==> src/rtl/conv_pkg.sv <==
// Shared definitions for the convolution input path: packed IFMap word
// layout and the address-width helper used by the scratchpad buffers.
package conv_pkg;

  // Packed IFMap word as delivered by the IFMap FIFO.
  localparam int IFMAP_W = 18;
  localparam int EOR_BIT = IFMAP_W - 1;

  typedef struct packed {
    logic                 eor;   // last word of the current input row
    logic [IFMAP_W-2:0]   data;
  } ifmap_word_t;

  // Default scratchpad geometry.
  localparam int SPAD_DEPTH = 16;

  // Address width for a buffer of the given depth (at least one bit).
  function automatic int addr_width(input int depth);
    return (depth > 1) ? $clog2(depth) : 1;
  endfunction

  localparam int SPAD_ADDR_W = addr_width(SPAD_DEPTH);

endpackage

==> src/rtl/ifmap_spad_mem.sv <==
// Scratchpad storage for one IFMap row: register array with one synchronous
// write port and one asynchronous read port.
module ifmap_spad_mem #(
  parameter int DEPTH  = 16,
  parameter int WIDTH  = 17,
  parameter int ADDR_W = 4
) (
  input  logic              clk,
  input  logic              we,
  input  logic [ADDR_W-1:0] waddr,
  input  logic [WIDTH-1:0]  wdata,
  input  logic [ADDR_W-1:0] raddr,
  output logic [WIDTH-1:0]  rdata
);

  logic [WIDTH-1:0] mem [DEPTH];

  // Store the popped word at the write pointer.
  // NOTE: data entries carry no reset; validity is tracked by the pointers
  // and count in the parent, so resetting the array would only cost logic.
  always_ff @(posedge clk) begin
    if (we) begin
      mem[waddr] <= wdata;
    end
  end

  assign rdata = mem[raddr];

endmodule

==> src/rtl/ifmap_window_buffer.sv <==
// Circular scratchpad between the IFMap FIFO and the convolution datapath.
// Holds one input row, exposes a sliding window of filter_size words and
// advances it by stride (or drops the row) on controller request.
module ifmap_window_buffer
  import conv_pkg::*;
#(
  parameter int IN_WIDTH    = IFMAP_W,
  parameter int DEPTH       = SPAD_DEPTH,
  parameter int FILTER_SIZE = 8,
  parameter int STRIDE_SIZE = 3,
  parameter int ADDR_W      = addr_width(DEPTH)
) (
  input  logic                   clk,
  input  logic                   rstn,
  input  logic                   clear,
  input  logic                   cfg_ld,
  input  logic [STRIDE_SIZE-1:0] stride,
  input  logic [FILTER_SIZE-1:0] filter_size,
  input  logic                   in_valid,
  input  logic [IN_WIDTH-1:0]    in_data,
  output logic                   in_ready,
  input  logic [ADDR_W-1:0]      rd_idx,
  output logic [IN_WIDTH-2:0]    rd_data,
  input  logic                   next_window,
  input  logic                   next_row,
  output logic                   av_data,
  output logic                   end_of_row,
  output logic                   cfg_err
);

  // Status comparisons mix count, filter size and stride; evaluate them wide
  // enough that fsize_r + stride never wraps.
  localparam int CMP_W = ((FILTER_SIZE > ADDR_W + 1) ? FILTER_SIZE : ADDR_W + 1) + 1;
  localparam int TAG_BIT = IN_WIDTH - 1;

  localparam logic [ADDR_W:0]   FULL_CNT = DEPTH[ADDR_W:0];
  localparam logic [ADDR_W:0]   ONE_CNT  = 1;
  localparam logic [ADDR_W-1:0] ONE_PTR  = 1;
  localparam logic [CMP_W-1:0]  DEPTH_W  = CMP_W'(DEPTH);

  logic [ADDR_W-1:0]      wr_ptr;
  logic [ADDR_W-1:0]      win_ptr;
  logic [ADDR_W:0]        count;
  logic [ADDR_W:0]        count_next;
  logic                   eor_held;
  logic [STRIDE_SIZE-1:0] stride_r;
  logic [FILTER_SIZE-1:0] fsize_r;

  logic [STRIDE_SIZE-1:0] stride_eff;
  logic [CMP_W-1:0]       count_w;
  logic [CMP_W-1:0]       fsize_w;
  logic [CMP_W-1:0]       stride_w;
  logic [ADDR_W:0]        stride_cnt;
  logic [ADDR_W-1:0]      stride_ptr;

  logic                   push;
  logic                   adv;
  logic                   row_done;
  logic [ADDR_W-1:0]      rd_addr;
  logic [IN_WIDTH-2:0]    mem_rdata;

  // A programmed stride of zero steps one word.
  assign stride_eff = (stride_r == '0) ? STRIDE_SIZE'(1) : stride_r;

  assign count_w    = CMP_W'(count);
  assign fsize_w    = CMP_W'(fsize_r);
  assign stride_w   = CMP_W'(stride_eff);
  assign stride_cnt = stride_w[ADDR_W:0];
  assign stride_ptr = stride_w[ADDR_W-1:0];

  // Status towards the FIFO and the datapath controller.
  assign cfg_err    = (fsize_w == '0) || (fsize_w > DEPTH_W);
  assign av_data    = !cfg_err && (count_w >= fsize_w);
  assign end_of_row = av_data && eor_held && (count_w < fsize_w + stride_w);

  // Stop popping once full or once this row's tagged word is resident, so a
  // second row never lands behind the current one.
  assign in_ready = (count < FULL_CNT) && !eor_held;

  assign push     = in_valid && in_ready;
  assign adv      = next_window && av_data && !end_of_row;
  assign row_done = next_row && eor_held;

  // Occupancy after a same-cycle write and window advance.
  // NOTE: every variable assigned in an always_comb gets a default first, so
  // no path leaves it unassigned and no latch is inferred.
  always_comb begin
    count_next = count;
    if (push) begin
      count_next = count_next + ONE_CNT;
    end
    if (adv) begin
      count_next = count_next - stride_cnt;
    end
  end

  // Pointer, occupancy, row-tag and configuration registers.
  // NOTE: state registers use non-blocking assignments so every flop samples
  // the pre-edge values regardless of statement order.
  always_ff @(posedge clk or negedge rstn) begin
    if (!rstn) begin
      wr_ptr   <= '0;
      win_ptr  <= '0;
      count    <= '0;
      eor_held <= 1'b0;
      stride_r <= '0;
      fsize_r  <= '0;
    end else begin
      if (cfg_ld) begin
        stride_r <= stride;
        fsize_r  <= filter_size;
      end
      if (clear) begin
        wr_ptr   <= '0;
        win_ptr  <= '0;
        count    <= '0;
        eor_held <= 1'b0;
      end else if (row_done) begin
        // No write can coincide: in_ready is low while eor_held is set.
        win_ptr  <= wr_ptr;
        count    <= '0;
        eor_held <= 1'b0;
      end else begin
        if (push) begin
          wr_ptr <= wr_ptr + ONE_PTR;
          if (in_data[TAG_BIT]) begin
            eor_held <= 1'b1;
          end
        end
        if (adv) begin
          win_ptr <= win_ptr + stride_ptr;
        end
        count <= count_next;
      end
    end
  end

  // Window-relative read; the address wraps naturally modulo DEPTH.
  assign rd_addr = win_ptr + rd_idx;

  ifmap_spad_mem #(
    .DEPTH  (DEPTH),
    .WIDTH  (IN_WIDTH - 1),
    .ADDR_W (ADDR_W)
  ) u_mem (
    .clk   (clk),
    .we    (push && !clear),
    .waddr (wr_ptr),
    .wdata (in_data[IN_WIDTH-2:0]),
    .raddr (rd_addr),
    .rdata (mem_rdata)
  );

  // Offsets beyond the resident words read as zero.
  assign rd_data = ({1'b0, rd_idx} >= count) ? '0 : mem_rdata;

endmodule
==> config.mk <==
export PLATFORM = sky130hd
export DESIGN_NAME = ifmap_window_buffer
export DESIGN_NICKNAME = d
export VERILOG_FILES = /design/src/rtl/conv_pkg.sv /design/src/rtl/ifmap_spad_mem.sv /design/src/rtl/ifmap_window_buffer.sv
export SDC_FILE = /design/constraint.sdc
export NUM_CORES = 1
export LEC_CHECK = 0
export BUFFER_PORTS_ARGS = -buffer_cell sky130_fd_sc_hd__clkbuf_2
export CAP_MARGIN = 25
export CORE_ASPECT_RATIO = 0.7
export CORE_UTILIZATION = 47
export DETAILED_ROUTE_END_ITERATION = 7
export PLACE_DENSITY = 0.66
export SLEW_MARGIN = 10
export SYNTH_ARGS = -nofsm -noshare
export SYNTH_HDL_FRONTEND = slang
export SYNTH_SLANG_ARGS = --single-unit
==> constraint.sdc <==
create_clock -name clk -period 3.32 [get_ports clk]
set_input_delay 0.498 -clock clk [delete_from_list [all_inputs] [get_ports clk]]
set_output_delay 0.498 -clock clk [all_outputs]
set_load 0.05 [all_outputs]
==> metrics.txt <==
Final Hold Viols=0; DR WL/cell=24.7 um; CP top delay family=adder cells; Rows=49; clock buffer depth=3; grt peak-use layer=met2; total CTS buffers=28; number of synthesized register bits=297; worst reg2reg setup slack=0.16 ns; register area share after synthesis=71.1%; largest net degree at the start of global routing=26; synth unique cells=44; clock sink count=297; share of cells above drive strength 1=38.2%; 1st-iter DRT viols=644; Min Hold Slack=0.176 ns; placed cell area=13,700 um^2; die footprint=27,000 um^2; via count=6,511; Worst Tran Pin Value=0.692 ns; GRT Util Overall=21.3%; crit end category=output port; Die H=138 um; YS warnings=0; Hold Crit Start=filter_size[3]; R2R cell count=12; Initial Util=48.0%; CP Class=flip-flop to output port; count of input and output buffers=60; Final setup viols=18; commonest non-fill, non-tap cells in the layout=272 x edfxtp_1, 68 x mux4_2, 42 x clkbuf_2, 36 x buf_4, 30 x clkbuf_16; period utilisation layout=109%; met1 Use GR=29.5%; status=finished with violations; fin nets=854; drt pass-1 iters=5; Post-Syn Area=12,400 um^2; DPL Wire Length=17,300 um; Critical Path RT=2.82 ns; r2r startpoint=stride_r[0]$_DFFE_PN0P_; TritonCTS clock tree=built; floorplan core area=25,700 um^2; Pwr Total=8.74 mW; Top Ports=61; Clock Root Buffer=clkbuf_16; leakage=5.29 nW; Worst Clk Skew=0.0119 ns; post-route cell area=15,300 um^2; fin. max-slew vios=0; Placed Cells incl. Taps=1,066; Max VDD drop=0.393 mV; critical path arrival=3.14 ns; violated checks=setup timing; Bufs and invs on worst path=1; Clock Latency Late Sink=0.55 ns; Avg Cell Area, Syn=18.8 um^2; Mapped Cells=658; WHS Path Cells=3; area delta synth->final=23.5%; fill cell total of the finished layout=1,833; initial antenna violation count=0; DIE WIDTH=196 um; Slew headroom=53.8%; Max stage delay on crit path=0.37 ns; Setup crit start=stride_r[0]$_DFFE_PN0P_; HP Class=primary input to flip-flop; min Tclk post-route=3.63 ns; Routed Antenna Nets=0; GRT overflow=0; GP Congestion=0.858; CTS clock-pin slew for the worst setup and hold paths=0.06 ns; htree depth=1; syn nets=732; first-pass GRT wire length=41,600 um; CP Launch Type=flip-flop; Power Dens Cells=572 nW/um^2; MaxCap Viol Count=0; DRC Markers=0; leading cell type in the layout, fill and taps excluded=edfxtp_1; DP Worst Slack=-0.0163 ns; crit path max fanout=2; vias in the first global route=6,660; final wirelength=28,000 um; RR Endpoint=win_ptr[3]$_DFFE_PN0P_; Final Non-Filler Cells=1,133; fin util=59.3%; Worst Hold Path EP=fsize_r[3]$_DFFE_PN0P_; # diodes=0; met2 GRT Util=35.3%; final setup margin=-0.314 ns; slowest stage cell, crit path=dfrtp_1; RSZ-0062 raised after global routing=true; fmax=275 MHz; M3 GR Usage=3.89%; Setup TNS Final=-1.56 ns; vias per inst=5.75; critical-path cell list=o21bai_1, ha_2, fa_2, a21oi_2, nor2_1, xnor2_1, ha_1, a211oi_2, o21a_1, o221ai_2, nor2_2, buf_8
-- power breakdown --
group	internal (mW)	switching (mW)	leakage (nW)
sequential	4.13	0.0310	2.77
clock	1.98	1.37	0.480
combinational	0.581	0.655	2.04
total	6.69	2.05	5.29
-- worst max-delay path by stage --
stage,to,cells past startpoint
final,end_of_row,12
after global routing,end_of_row,12
after CTS,end_of_row,12
after detailed placement,end_of_row,12
after global placement,end_of_row,12
after floorplan,end_of_row,11
-- worst min-delay path: stages --
cell      delay [ns]
clkbuf_2        0.07
nand2_1         0.04
o21ai_0         0.07
-- cells in the mapped netlist, drive strengths merged --
cell,count,area [um^2]
edfxtp,272,8170
o211ai,1,7.51
or4,1,7.51
nand2b,5,31.3
o311ai,1,8.76
nor4,3,25.0
xor2,2,17.5
nor3,6,30.0
mux4,68,1530
and3,2,12.5
o21bai,1,7.51
or2,1,6.26
or3b,1,8.76
nor2,27,101
o22ai,18,113
inv,24,90.1
buf,6,27.5
nor3b,5,37.5
o21a,3,22.5
nand2,18,67.6
nand4,4,25.0
dfrtp,25,626
fa,4,80.1
a21oi,12,60.1
mux2i,36,360
o31ai,3,22.5
o221a,1,11.3
a211oi,2,15.0
xnor2,12,105
o221ai,2,17.5
a311oi,3,26.3
ha,30,375
nand3,4,20.0
clkbuf,24,90.1
o2111ai,1,8.76
and2,1,6.26
o21ai,17,85.1
nor4b,2,17.5
nor2b,1,6.26
a21o,4,30.0
mux2,5,56.3
-- cell type report --
class | count | area, um^2 | area share (%)
tap | 331 | 414 | 2.71
sequential | 297 | 8790 | 57.6
clock inverter | 22 | 240 | 1.57
clock buffer | 30 | 729 | 4.78
inverter | 24 | 90.1 | 0.590
multi-input combinational | 307 | 3740 | 24.5
timing repair buffer | 122 | 1270 | 8.30
-- registers in the layout, summed over array words and instances (netlist names) --
signal     flops
count          5
eor_held       1
fsize_r        8
stride_r       3
u_mem.mem    272
win_ptr        4
wr_ptr         4
-- logic make-up (layout without fill, tap and decap cells) --
family / Yosys count / in the layout / synth area share, %
adders and majority gates: 34 / 34 / 3.68
buffers and inverters: 54 / 198 / 1.68
xor gates and xnor gates: 14 / 14 / 0.992
DFF: 297 / 297 / 71.1
muxes: 109 / 109 / 15.8
AOI/OAI and AO/OA: 69 / 69 / 3.52
and+or+nand+nor: 81 / 81 / 3.26
-- per-layer routing --
metal,up-vias,share of wire [%],routed length [um]
li1,2918,-,-
met1,3382,44,12300
met2,176,48,13600
met3,35,5.7,1600
met4,0,1.7,480
met5,-,0,0
-- repair_timing --
action	CTS	global route
hold buffers	1	0
endpoints found under the setup margin	18	19
cloned	4	1
hold endpoints to repair	25	0
pin swaps	6	7
setup buffers	7	4
gates resized for setup	70	36
(Power assumes the default switching activity.)
